### src/rtl/note_tone_gen_pkg.sv
// Shared constants and types for the note tone generator: note codes,
// mid-octave frequencies, octave selects and the FSM state encoding.
package note_tone_gen_pkg;

    localparam int PERIOD_W = 24;

    localparam logic [3:0] NOTE_NONE = 4'd0;
    localparam logic [3:0] NOTE_DO   = 4'd1;
    localparam logic [3:0] NOTE_RE   = 4'd2;
    localparam logic [3:0] NOTE_MI   = 4'd3;
    localparam logic [3:0] NOTE_FA   = 4'd4;
    localparam logic [3:0] NOTE_SOL  = 4'd5;
    localparam logic [3:0] NOTE_LA   = 4'd6;
    localparam logic [3:0] NOTE_SI   = 4'd7;

    localparam int unsigned FREQ_DO  = 262;
    localparam int unsigned FREQ_RE  = 294;
    localparam int unsigned FREQ_MI  = 330;
    localparam int unsigned FREQ_FA  = 349;
    localparam int unsigned FREQ_SOL = 392;
    localparam int unsigned FREQ_LA  = 440;
    localparam int unsigned FREQ_SI  = 494;

    localparam logic [1:0] OCT_LOW     = 2'd0;
    localparam logic [1:0] OCT_MID     = 2'd1;
    localparam logic [1:0] OCT_HIGH    = 2'd2;
    localparam logic [1:0] OCT_MID_ALT = 2'd3;

    typedef enum logic {
        ST_IDLE = 1'b0,
        ST_PLAY = 1'b1
    } state_t;

    // Codes 8..15 are not notes; the key controller may emit them and they mean silence.
    function automatic logic [3:0] map_note(input logic [3:0] raw);
        return raw[3] ? NOTE_NONE : raw;
    endfunction

endpackage

### src/rtl/note_period_rom.sv
// Combinational half-period lookup: note code and octave select to a
// half-period in clk cycles, derived from CLK_HZ at elaboration.
module note_period_rom
    import note_tone_gen_pkg::*;
#(
    parameter int unsigned CLK_HZ = 100000000
) (
    input  logic [3:0]          note,
    input  logic [1:0]          octave,
    output logic [PERIOD_W-1:0] half_period
);

    localparam logic [PERIOD_W-1:0] HP_DO  = PERIOD_W'(CLK_HZ / (2 * FREQ_DO));
    localparam logic [PERIOD_W-1:0] HP_RE  = PERIOD_W'(CLK_HZ / (2 * FREQ_RE));
    localparam logic [PERIOD_W-1:0] HP_MI  = PERIOD_W'(CLK_HZ / (2 * FREQ_MI));
    localparam logic [PERIOD_W-1:0] HP_FA  = PERIOD_W'(CLK_HZ / (2 * FREQ_FA));
    localparam logic [PERIOD_W-1:0] HP_SOL = PERIOD_W'(CLK_HZ / (2 * FREQ_SOL));
    localparam logic [PERIOD_W-1:0] HP_LA  = PERIOD_W'(CLK_HZ / (2 * FREQ_LA));
    localparam logic [PERIOD_W-1:0] HP_SI  = PERIOD_W'(CLK_HZ / (2 * FREQ_SI));

    logic [PERIOD_W-1:0] hp_mid;

    always_comb begin
        hp_mid = '0;
        case (note)
            NOTE_DO:  hp_mid = HP_DO;
            NOTE_RE:  hp_mid = HP_RE;
            NOTE_MI:  hp_mid = HP_MI;
            NOTE_FA:  hp_mid = HP_FA;
            NOTE_SOL: hp_mid = HP_SOL;
            NOTE_LA:  hp_mid = HP_LA;
            NOTE_SI:  hp_mid = HP_SI;
            default:  hp_mid = '0;
        endcase
    end

    always_comb begin
        half_period = hp_mid;
        case (octave)
            OCT_LOW:  half_period = hp_mid << 1;
            OCT_HIGH: half_period = hp_mid >> 1;
            default:  half_period = hp_mid;
        endcase
    end

endmodule

### src/rtl/note_tone_gen.sv
// Buzzer tone generator: debounces the note code, then plays a square wave
// whose half-period only changes on a half-period boundary.
//
//   state   | meaning
//   --------+-----------------------------------------------------------
//   ST_IDLE | silent, speaker held 0, waiting for a nonzero accepted note
//   ST_PLAY | toggling speaker every half-period of (cur_note, octave)
module note_tone_gen
    import note_tone_gen_pkg::*;
#(
    parameter int unsigned CLK_HZ     = 100000000,
    parameter int unsigned STABLE_CYC = 1000
) (
    input  logic       clk,
    input  logic       rst,
    input  logic [3:0] note_in,
    input  logic [1:0] octave,
    output logic       speaker,
    output logic       playing,
    output logic [3:0] note_now
);

    localparam int STAB_W = (STABLE_CYC > 1) ? $clog2(STABLE_CYC) : 1;
    localparam logic [STAB_W-1:0] STAB_LAST = STAB_W'(STABLE_CYC - 1);

    logic [3:0]          sample_d;
    logic [3:0]          sample;
    logic [3:0]          cur_note;
    logic [STAB_W-1:0]   stab_cnt;
    logic [PERIOD_W-1:0] half_period;
    logic [PERIOD_W-1:0] hp_cnt;
    logic [PERIOD_W-1:0] hp_cnt_nx;
    logic                speaker_nx;
    state_t              state;
    state_t              state_nx;

    assign sample_d = map_note(note_in);

    // Stability counter saturates so a long-held note cannot wrap into a false accept.
    always_ff @(posedge clk or posedge rst) begin
        if (rst) begin
            sample   <= NOTE_NONE;
            stab_cnt <= '0;
            cur_note <= NOTE_NONE;
        end else begin
            sample <= sample_d;
            if (sample_d != sample) begin
                stab_cnt <= '0;
            end else if (stab_cnt != STAB_LAST) begin
                stab_cnt <= stab_cnt + 1'b1;
            end
            if ((stab_cnt == STAB_LAST) && (sample != cur_note)) begin
                cur_note <= sample;
            end
        end
    end

    note_period_rom #(
        .CLK_HZ(CLK_HZ)
    ) u_rom (
        .note       (cur_note),
        .octave     (octave),
        .half_period(half_period)
    );

    // The ROM output is only consumed at a load/reload, so note and octave
    // changes never shorten the half-period already in flight.
    always_comb begin
        state_nx   = state;
        hp_cnt_nx  = hp_cnt;
        speaker_nx = speaker;
        case (state)
            ST_IDLE: begin
                speaker_nx = 1'b0;
                if (cur_note != NOTE_NONE) begin
                    speaker_nx = 1'b1;
                    hp_cnt_nx  = half_period - 1'b1;
                    state_nx   = ST_PLAY;
                end
            end
            ST_PLAY: begin
                if (hp_cnt != '0) begin
                    hp_cnt_nx = hp_cnt - 1'b1;
                end else if (cur_note != NOTE_NONE) begin
                    speaker_nx = ~speaker;
                    hp_cnt_nx  = half_period - 1'b1;
                end else begin
                    speaker_nx = 1'b0;
                    state_nx   = ST_IDLE;
                end
            end
            default: begin
                speaker_nx = 1'b0;
                state_nx   = ST_IDLE;
            end
        endcase
    end

    always_ff @(posedge clk or posedge rst) begin
        if (rst) begin
            state   <= ST_IDLE;
            hp_cnt  <= '0;
            speaker <= 1'b0;
        end else begin
            state   <= state_nx;
            hp_cnt  <= hp_cnt_nx;
            speaker <= speaker_nx;
        end
    end

    assign playing  = (state == ST_PLAY);
    assign note_now = cur_note;

endmodule

### config.mk
export PLATFORM = sky130hd
export DESIGN_NAME = note_tone_gen
export DESIGN_NICKNAME = d
export VERILOG_FILES = /design/src/rtl/note_tone_gen_pkg.sv /design/src/rtl/note_period_rom.sv /design/src/rtl/note_tone_gen.sv
export SDC_FILE = /design/constraint.sdc
export NUM_CORES = 1
export LEC_CHECK = 0
export ABC_AREA = 0
export CORE_AREA = 2 2 81 83
export CTS_CLUSTER_SIZE = 12
export DETAILED_ROUTE_END_ITERATION = 12
export DIE_AREA = 0 0 83 85
export HOLD_SLACK_MARGIN = 0.03
export PLACE_DENSITY = 0.67
export SYNTH_ARGS = -nofsm -noshare
export SYNTH_HDL_FRONTEND = slang
export SYNTH_SLANG_ARGS = --single-unit
export TNS_END_PERCENT = 10
### constraint.sdc
create_clock -name clk -period 7.9 [get_ports clk]
set_input_delay 1.58 -clock clk [delete_from_list [all_inputs] [get_ports clk]]
set_output_delay 1.58 -clock clk [all_outputs]
set_load 0.1 [all_outputs]
==> results.yml, run 1 <==
critical_path:
  timing_worst_setup_path_type: "input pin to flop"
  worst-endpoint-arrival_ns: 4.36
  path_max_fanout: 29
  worstSetupStartpointType: "input pin"
  required_ns: 8.10
  crit_path_end_kind: "flop"
sta:
  hold_viol: 0
  tightestPinTransition_ns: 0.9839
  max_freq_mhz: 240.3
  clock_skew_ns: 0.01264
  maxSlewHeadroom_pct: 34.20
  post-route-period-util_pct: 52.67
  fin_crit_ns: 4.161
  setup_viol: 0
  tns_ns: 0
  rsz0062_at_grt: "false"
  drv_slew: 0
  setup_slack_ns: 3.739
finish:
  n_antenna_cell: 0
  fin_nets: 375
  drive_above_1_share_pct: 8.791
  area_delta_synth_final_pct: 6.888
placed_design:
  port_buffers: 12
  place_ws_ns: 3.449
  hpwl_um: 4717
  gp_congestion: 0.8623
logic_synthesis:
  synthArstFlopShare_pct: 100.0
  ys.flop_type: "dfrtp_1"
  synthesis.instances: 370
  yosysTopAreaCellShare_pct: 34.85
  synthesis.nets: 382
  yosysWarnings: 0
  synthTopCellsByArea: "dfrtp_1 (35%), o21ai_0 (5.5%), a21oi_1 (4.8%)"
  avgSynthCellArea_um2: 8.150
  ys_seq_area_share_pct: 34.85
  ys_seq_elements: 42
  synth_top_area_cell: "dfrtp_1"
  yosysUniqueCellTypes: 63
  synth-edff-count: 0
  synth.cell_area_um2: 3015
routing:
  routedWlPerCell_um: 15.75
  avgViaCountPerCell: 6.100
  drc_errors: 0
  detail_route.wirelength_um: 6944
  ant_nets: 0
  num_vias: 2690
  initialDrtViolationCount: 192
  dr.pass1.iters: 4
clocking:
  cts_resized: 0
  cts-buffers-inserted: 5
  clk_latency_ns: 0.31
  clockBufferDepth: 2
  cts_tree: "built"
  cts_htree_levels: 2
  cts.sinks: 42
  path_clk_slew_ns: 0.09
  cts_root_buf: "clkbuf_8"
  post_cts_buffers: 0
  postCtsHoldBufs: 0
die:
  ios: 14
  die_w_um: 83
  core_area_um2: 6205
  die-area_um2: 7055
  rows: 29
  start_util_pct: 48.60
  die_h_um: 85
global_route:
  grt_overflow_total: 0
  grt_pass1_wl_um: 12060
  grt_max_degree: 43
  grt_pass1_vias: 2498
  antenna_found_initial: 0
  track_usage_pct: 20.57
hold_path:
  hold_path_class: "flop to flop"
power_and_ir_drop:
  p_per_area_nw_per_um2: 156.2
  ir_drop_uv: 125.1
  leakagePower_nw: 1.239
outcome:
  status: "finished clean"
job:
  maxCapViolations: 0
-- cell usage in the layout (no fill, tap or decap), drive strengths merged, types with 4 or more instances in the layout --
cell | Yosys | layout
a211o | 4 | 4
a211oi | 7 | 7
a21oi | 29 | 29
a31oi | 4 | 4
buf | 8 | 6
clkbuf | 24 | 5
clkdlybuf4s50 | 0 | 12
dfrtp | 42 | 42
ha | 4 | 4
inv | 10 | 10
mux2 | 4 | 4
mux2i | 4 | 4
nand2 | 19 | 19
nand2b | 6 | 6
nand3 | 7 | 7
nand4 | 4 | 4
nor2 | 34 | 34
nor2b | 8 | 8
nor3 | 21 | 21
nor4 | 13 | 13
o211ai | 4 | 4
o21ai | 35 | 35
or2 | 9 | 9
or3 | 7 | 7
or4 | 5 | 5
xnor2 | 9 | 9
xor2 | 4 | 4
-- layer usage --
metal	share of wire, %	vias up	global-route usage, %
met4	1.3	0	5.961
met1	47	1285	27.37
met2	48	54	34.09
met5	0	-	0
li1	-	1343	-
met3	3.8	8	4.280
-- synthesized netlist by cell type (6+ instances only) --
| cell type | count |
|---|---|
| dfrtp_1 | 42 |
| nor2_1 | 34 |
| o21ai_0 | 33 |
| a21oi_1 | 29 |
| clkbuf_1 | 24 |
| nor3_1 | 21 |
| nand2_1 | 19 |
| nor4_1 | 12 |
| inv_1 | 10 |
| xnor2_1 | 9 |
| nor2b_1 | 8 |
| or2_2 | 8 |
| a211oi_1 | 7 |
| nand3_1 | 7 |
| or3_1 | 7 |
| nand2b_1 | 6 |
-- worst max-delay path, cell delays in order --
cell             delay, ns
clkdlybuf4s50_1       1.03
nand2b_1              0.31
a21oi_1               0.10
nor2_1                0.19
ha_1                  0.36
nand2b_1              0.10
o211ai_1              0.11
o211ai_1              0.11
and4_1                0.22
a221o_1               0.25
-- where the power goes --
| group | internal (mW) | switching, mW | total [mW] |
|---|---|---|---|
| combinational | 0.0429 | 0.0514 | 0.0944 |
| clock | 0.0633 | 0.0845 | 0.148 |
| sequential | 0.235 | 0.0265 | 0.261 |
-- state kept, by name, indices dropped and copies added, names as in the netlist --
register and count:
speaker 1, note_now 3, stab_cnt 10, playing 1, sample 3, hp_cnt 24
-- per-stage QoR --
step / hold WS, ns / utilization (%) / cells / instance area (µm²) / power [mW]
2_1_floorplan: 0.4757 / - / 370 / 3015 / 0.3358
3_3_place_gp: 0.4992 / 50.45 / 433 / 3131 / 0.3581
3_5_place_dp: 0.5023 / 50.45 / 433 / 3131 / 0.3598
4_1_cts: 0.5267 / 51.95 / 441 / 3223 / 0.5085
5_1_grt: 0.5560 / 51.95 / 441 / 3223 / 0.5341
6_report: 0.5219 / 51.95 / 441 / 3223 / 0.5034
-- logic make-up (layout without fill, tap and decap cells) --
kind of cell / Yosys count / after routing / share of synthesized area, %
other cells: 1 / 1 / 0.1244
compound gates: 113 / 113 / 24.48
flops: 42 / 42 / 34.85
mux: 8 / 8 / 2.822
fa+ha+maj: 4 / 4 / 1.660
simple gates: 146 / 146 / 26.06
xor+xnor: 13 / 13 / 3.776
buf+inv: 43 / 37 / 6.224
-- path summary, 6_finish.rpt --
path | startpoint | endpoint | slack (ns) | cells past startpoint
worst max-delay path | octave[0] | hp_cnt[2] | 3.74 | 10
worst min-delay path | hp_cnt[18] | hp_cnt[18] | 0.52 | 1
worst max register to register | hp_cnt[0] | hp_cnt[13] | 5.01 | 8
worst min register to register | hp_cnt[18] | hp_cnt[18] | 0.52 | 1
max in group asynchronous | rst | note_now[1] | 5.82 | 3
min in group asynchronous | rst | stab_cnt[9] | 1.71 | 3
-- final cells by class --
cell class | count | area [µm²]
clock buffers | 5 | 68.82
clock inverters | 3 | 23.77
fillers | 595 | 2982
inverters | 11 | 41.29
multi-input cells | 285 | 1777
flip-flops and latches | 42 | 1051
well taps | 77 | 96.34
repair buffers | 18 | 165.2
No activity file was read; power rests on OpenSTA's default activity.
==> run 2, diff against run 1 <==
==> constraint.sdc (replaced) <==
create_clock -name clk -period 4.1 [get_ports clk]
set_input_delay 0.82 -clock clk [delete_from_list [all_inputs] [get_ports clk]]
set_output_delay 0.82 -clock clk [all_outputs]
set_load 0.1 [all_outputs]
==> run 2 against run 1 <==
  * Final cell count up 1.1%
  * Clock power grew to 2.8 times the previous value
  * Global-route usage increased by 1.5 points
  * Utilization grew 1.3 points
  * First-iteration DRC count down 16%
  * Die area stayed put
  * Critical path depth increased by 1
  * Register-to-register slack worse by 3.8 ns
  * Sequential share of layout area shrank 0.79 points
  * Largest power group unchanged
  * Highest routed layer unchanged
==> results.yml, run 2 (synthesized netlist as in run 1, its figures left out) <==
outcome:
  status: "finished clean"
finish:
  final_common_cell: "dfrtp_1"
  area_delta_synth_final_pct: 9.544
  fin_nets: 380
  fill_cells: 580
  top_regs: "hp_cnt: 24 flops, stab_cnt: 10 flops"
  regMostFlops: "hp_cnt"
  largest_reg_flops: 24
  drive_above_1_share_pct: 10.84
  mostFrequentLayoutCells: "dfrtp_1 (42), nor2_1 (34), o21ai_0 (33)"
  stdcell_area_um2: 3303
  n_antenna_cell: 0
clocking:
  cts_root_buf: "clkbuf_8"
  path_clk_slew_ns: 0.08
  cts_htree_levels: 2
  cts-buffers-inserted: 5
  clockBufferDepth: 2
  cts_resized: 0
  post_cts_buffers: 0
  cts_tree: "built"
  postCtsHoldBufs: 0
  cts.sinks: 42
  clk_latency_ns: 0.29
die:
  rows: 29
  ios: 14
  die-area_um2: 7055
  die_h_um: 85
  core_area_um2: 6205
  start_util_pct: 48.60
  die_w_um: 83
critical_path:
  required_ns: 4.28
  r2r-end: "hp_cnt[7]"
  cp_num_buf_inv: 2
  crit_path_end_kind: "flop"
  crit_chain: "clkdlybuf4s50_1, buf_4, o21ai_0, o21ai_0, a21oi_1, ha_1, nand2b_1, o211ai_1, o211ai_1, and4_1, a221o_1"
  crit_family: "buffers and inverters"
  ff2ff_setup_slack_ns: 1.23
  worst-endpoint-arrival_ns: 3.33
  endpoint: "hp_cnt[2]"
  path_max_fanout: 19
  max_stage_delay_ns: 0.68
  crit_slowest_cell: "clkdlybuf4s50_1"
  critPathLaunch: "octave[0]"
  timing_worst_setup_path_type: "input pin to flop"
  worstSetupStartpointType: "input pin"
  r2r_start: "hp_cnt[0]"
  worstRegToRegCells: 8
  cp.depth: 11
power_and_ir_drop:
  fin_total_pwr_mw: 1.101
  p_per_area_nw_per_um2: 333.4
  leakagePower_nw: 1.301
  ir_drop_uv: 204.3
sta:
  drv_slew: 0
  setup_slack_ns: 0.9493
  tightestPinTransition_ns: 0.9568
  tns_ns: 0
  maxSlewHeadroom_pct: 36.01
  clock_skew_ns: 0.006020
  post-route-period-util_pct: 76.85
  hold_viol: 0
  max_freq_mhz: 317.4
  rsz0062_at_grt: "false"
  fin_crit_ns: 3.151
  setup_viol: 0
  hold_ws_ns: 0.5271
global_route:
  grt_overflow_total: 0
  track_usage_pct: 22.10
  antenna_found_initial: 0
  grt_pass1_vias: 2650
  grt_max_degree: 32
  grt_pass1_wl_um: 12880
hold_path:
  hold_path_class: "flop to flop"
  holdCritStartpoint: "hp_cnt[11]"
  worstHoldPathCells: 1
placed_design:
  gp_congestion: 0.9361
  place_area_um2: 3161
  place_ws_ns: 0.6496
  hpwl_um: 5227
  port_buffers: 12
routing:
  detail_route.wirelength_um: 7378
  initialDrtViolationCount: 161
  dr.pass1.iters: 4
  avgViaCountPerCell: 6.168
  num_vias: 2751
  routedWlPerCell_um: 16.54
  drc_errors: 0
  ant_nets: 0
job:
  maxCapViolations: 0
[run 2: cell count changes in the layout (fill, tap and decap cells not counted)]
cell             delta
bufinv_16           +2
clkbuf_8            +1
clkdlybuf4s50_1     -3
buf_4               +8
inv_6               -1
clkinvlp_4          -2
[run 2: how the worst min path moves through the flow]
stage and end:
2_1_floorplan hp_cnt[18], 3_3_place_gp hp_cnt[11], 3_5_place_dp hp_cnt[11], 4_1_cts hp_cnt[11], 5_1_grt hp_cnt[11], 6_report hp_cnt[11]
[run 2: per-stage QoR]
stage | instances | util (%)
2_1_floorplan | 370 | -
3_3_place_gp | 438 | 50.94
3_5_place_dp | 438 | 50.94
4_1_cts | 446 | 53.24
5_1_grt | 446 | 53.24
6_report | 446 | 53.24
[run 2: where the power goes]
| part | internal [mW] | switching [mW] | total, mW |
|---|---|---|---|
| clock network | 0.260 | 0.149 | 0.409 |
| logic | 0.0851 | 0.103 | 0.188 |
| registers | 0.452 | 0.0527 | 0.505 |
[run 2: layout make-up]
class,instances,area [µm²],share of cell area [%]
inverters,11,41.29,1.250
well taps,77,96.34,2.917
flip-flops and latches,42,1051,31.82
clock buffers,6,82.58,2.500
clock inverters,2,60.06,1.818
repair buffers,23,195.2,5.909
multi-input cells,285,1777,53.79
[run 2: worst register-to-register path: stages, from the launching register on]
cell and delay (ns):
dfrtp_1 0.43, inv_1 0.11, ha_1 0.18, or4b_1 0.48, or4b_4 0.56, o31a_1 0.30, buf_4 0.27, and3_1 0.22
nor4_2 0.24
[run 2: per-layer routing]
metal | GRT usage (%) | up-vias | wire length (µm)
met3 | 4.377 | 12 | 308
met5 | 0 | - | 0
met1 | 28.99 | 1321 | 3428
met4 | 5.663 | 0 | 85
met2 | 37.68 | 61 | 3555
li1 | - | 1357 | -
==> run 3, diff against run 2 <==
==> constraint.sdc (replaced) <==
create_clock -name clk -period 2.9 [get_ports clk]
set_input_delay 0.58 -clock clk [delete_from_list [all_inputs] [get_ports clk]]
set_output_delay 0.58 -clock clk [all_outputs]
set_load 0.1 [all_outputs]
==> run 3 against run 2 <==
  * Worst setup slack got worse by 0.83 ns
  * Sequential power is 40% higher
  * Routed wire length rose by 1.9%
  * Final cell count up 3.4%
  * Register-to-register slack worse by 1.1 ns
  * Clock power grew 17%
  * Largest power group unchanged
  * Combinational power is 57% higher
  * Clock skew rose by 0.0014 ns
  * Critical path type is now flop to flop
  * Die area is the same
  * Critical path depth decreased by 3
==> results.yml, run 3 (synthesized netlist as in run 1, its figures left out) <==
sta:
  post-route-period-util_pct: 95.79
  drv_slew: 0
  hold_ws_ns: 0.5314
  rsz0062_at_grt: "false"
  setup_viol: 0
  max_freq_mhz: 360.0
  hold_viol: 0
  tns_ns: 0
  tightestPinTransition_ns: 0.8400
  clock_skew_ns: 0.007375
  maxSlewHeadroom_pct: 43.65
  fin_crit_ns: 2.778
routing:
  drc_errors: 0
  dr.pass1.iters: 5
  num_vias: 2870
  routedWlPerCell_um: 16.30
  avgViaCountPerCell: 6.226
  ant_nets: 0
  initialDrtViolationCount: 265
  detail_route.wirelength_um: 7515
finish:
  drive_above_1_share_pct: 15.89
  stdcell_area_um2: 3408
  mostFrequentLayoutCells: "dfrtp_1 (39), nor2_1 (34), o21ai_0 (33)"
  area_delta_synth_final_pct: 13.03
  regMostFlops: "hp_cnt"
  fin_nets: 395
  fin_cells: 461
  final_common_cell: "dfrtp_1"
  largest_reg_flops: 24
  top_regs: "hp_cnt: 24 flops, stab_cnt: 10 flops"
  n_antenna_cell: 0
  fill_cells: 565
critical_path:
  crit_path_end_kind: "flop"
  crit_chain: "inv_1, ha_1, or4b_1, or4b_4, o31a_2, buf_12, mux2i_1, a311o_1"
  worst-endpoint-arrival_ns: 2.96
  required_ns: 3.08
  worstSetupStartpointType: "flop"
  max_stage_delay_ns: 0.56
  path_max_fanout: 12
  timing_worst_setup_path_type: "flop to flop"
  crit_slowest_cell: "or4b_4"
global_route:
  busiest_layer: "met2"
  antenna_found_initial: 0
  grt_pass1_wl_um: 12730
  grt_use_met1_pct: 29.59
  grt_pass1_vias: 2696
  track_usage_pct: 21.66
  grtUsageMet3_pct: 3.988
  grt_max_degree: 37
  grt_use_met2_pct: 36.07
  grt_overflow_total: 0
clocking:
  clk_latency_ns: 0.30
  cts-buffers-inserted: 5
  post_cts_buffers: 0
  path_clk_slew_ns: 0.09
  clockBufferDepth: 2
  cts.sinks: 42
  cts_htree_levels: 2
  cts_tree: "built"
  cts_root_buf: "clkbuf_8"
power_and_ir_drop:
  switchingPower_mw: 0.4457
  ir_drop_uv: 210.7
  pwr-share-clk_pct: 32.3
  leakagePower_nw: 1.353
  combPwrFrac_pct: 19.9
  internal_power_mw: 1.034
  p_sw_share_pct: 30.12
  fin_total_pwr_mw: 1.480
  p_per_area_nw_per_um2: 434.2
  power_frac_seq_pct: 47.7
die:
  rows: 29
  die_h_um: 85
  die_w_um: 83
  start_util_pct: 48.60
  ios: 14
  die-area_um2: 7055
  core_area_um2: 6205
placed_design:
  gp_congestion: 0.8929
  place_area_um2: 3287
  hpwl_um: 5273
  dp.cells: 453
  port_buffers: 12
job:
  maxCapViolations: 0
outcome:
  status: "finished clean"
hold_path:
  hold_path_class: "flop to flop"
-- run 3: cell count changes in the layout (fill, tap and decap cells not counted), sizes merged --
cell           before  now
buf                14   31
clkinvlp            0    1
bufinv              2    1
clkdlybuf4s50       9    7
-- run 3: power groups by stage --
stage	Sequential, mW	Combinational, mW	Clock [mW]
after floorplan	0.700	0.215	0
after global placement	0.717	0.287	0
after detailed placement	0.717	0.295	0
after CTS	0.705	0.298	0.482
after global routing	0.716	0.335	0.513
final	0.706	0.295	0.478
-- run 3: worst paths after layout --
kind / start / end / slack, ns / cells past startpoint
worst min register to register: hp_cnt[11] / hp_cnt[11] / 0.53 / 1
worst max-delay path: hp_cnt[1] / hp_cnt[8] / 0.12 / 8
worst min-delay path: hp_cnt[11] / hp_cnt[11] / 0.53 / 1
worst max register to register: hp_cnt[1] / hp_cnt[8] / 0.12 / 8
min in group asynchronous: rst / stab_cnt[5] / 0.65 / 2
max in group asynchronous: rst / hp_cnt[9] / 1.45 / 4
-- run 3: routing by layer --
layer  wire length [µm]  part of all wire (%)
met4                 69                  0.92
met1               3418                    45
met5                  0                     0
met3                274                   3.6
met2               3752                    50
-- run 3: through the flow --
stage	setup WS [ns]	util, %
6_report	0.1220	54.93
5_1_grt	0.01661	54.93
4_1_cts	0.01242	54.75
3_5_place_dp	0.05649	52.97
3_3_place_gp	0.09614	52.97
2_1_floorplan	0.03116	-
-- run 3: repair_timing --
| item | in CTS | in global routing |
|---|---|---|
| hold buffers | 0 | 0 |
| gates resized for setup | 0 | 4 |
| endpoints found under the hold margin | 0 | 0 |
| endpoints found under the setup margin | 0 | 2 |
-- run 3: worst max-delay path, delay by kind of cell, from the launching register on --
family	cells	cell delay (ns)
DFF	1	0.41
AOI/OAI and AO/OA	2	0.67
buffers and inverters	2	0.26
muxes	1	0.11
adders and majority gates	1	0.17
and+or+nand+nor	2	1.03
-- run 3: cell type report --
type / count / area (µm²) / share of cell area, %
Timing Repair Buffer: 38 / 319.1 / 9.361
Clock buffer: 6 / 72.57 / 2.129
Multi-Input combinational cell: 285 / 1784 / 52.35
Sequential cell: 42 / 1057 / 31.02
Inverter: 11 / 41.29 / 1.211
Clock inverter: 2 / 37.54 / 1.101
Tap cell: 77 / 96.34 / 2.827
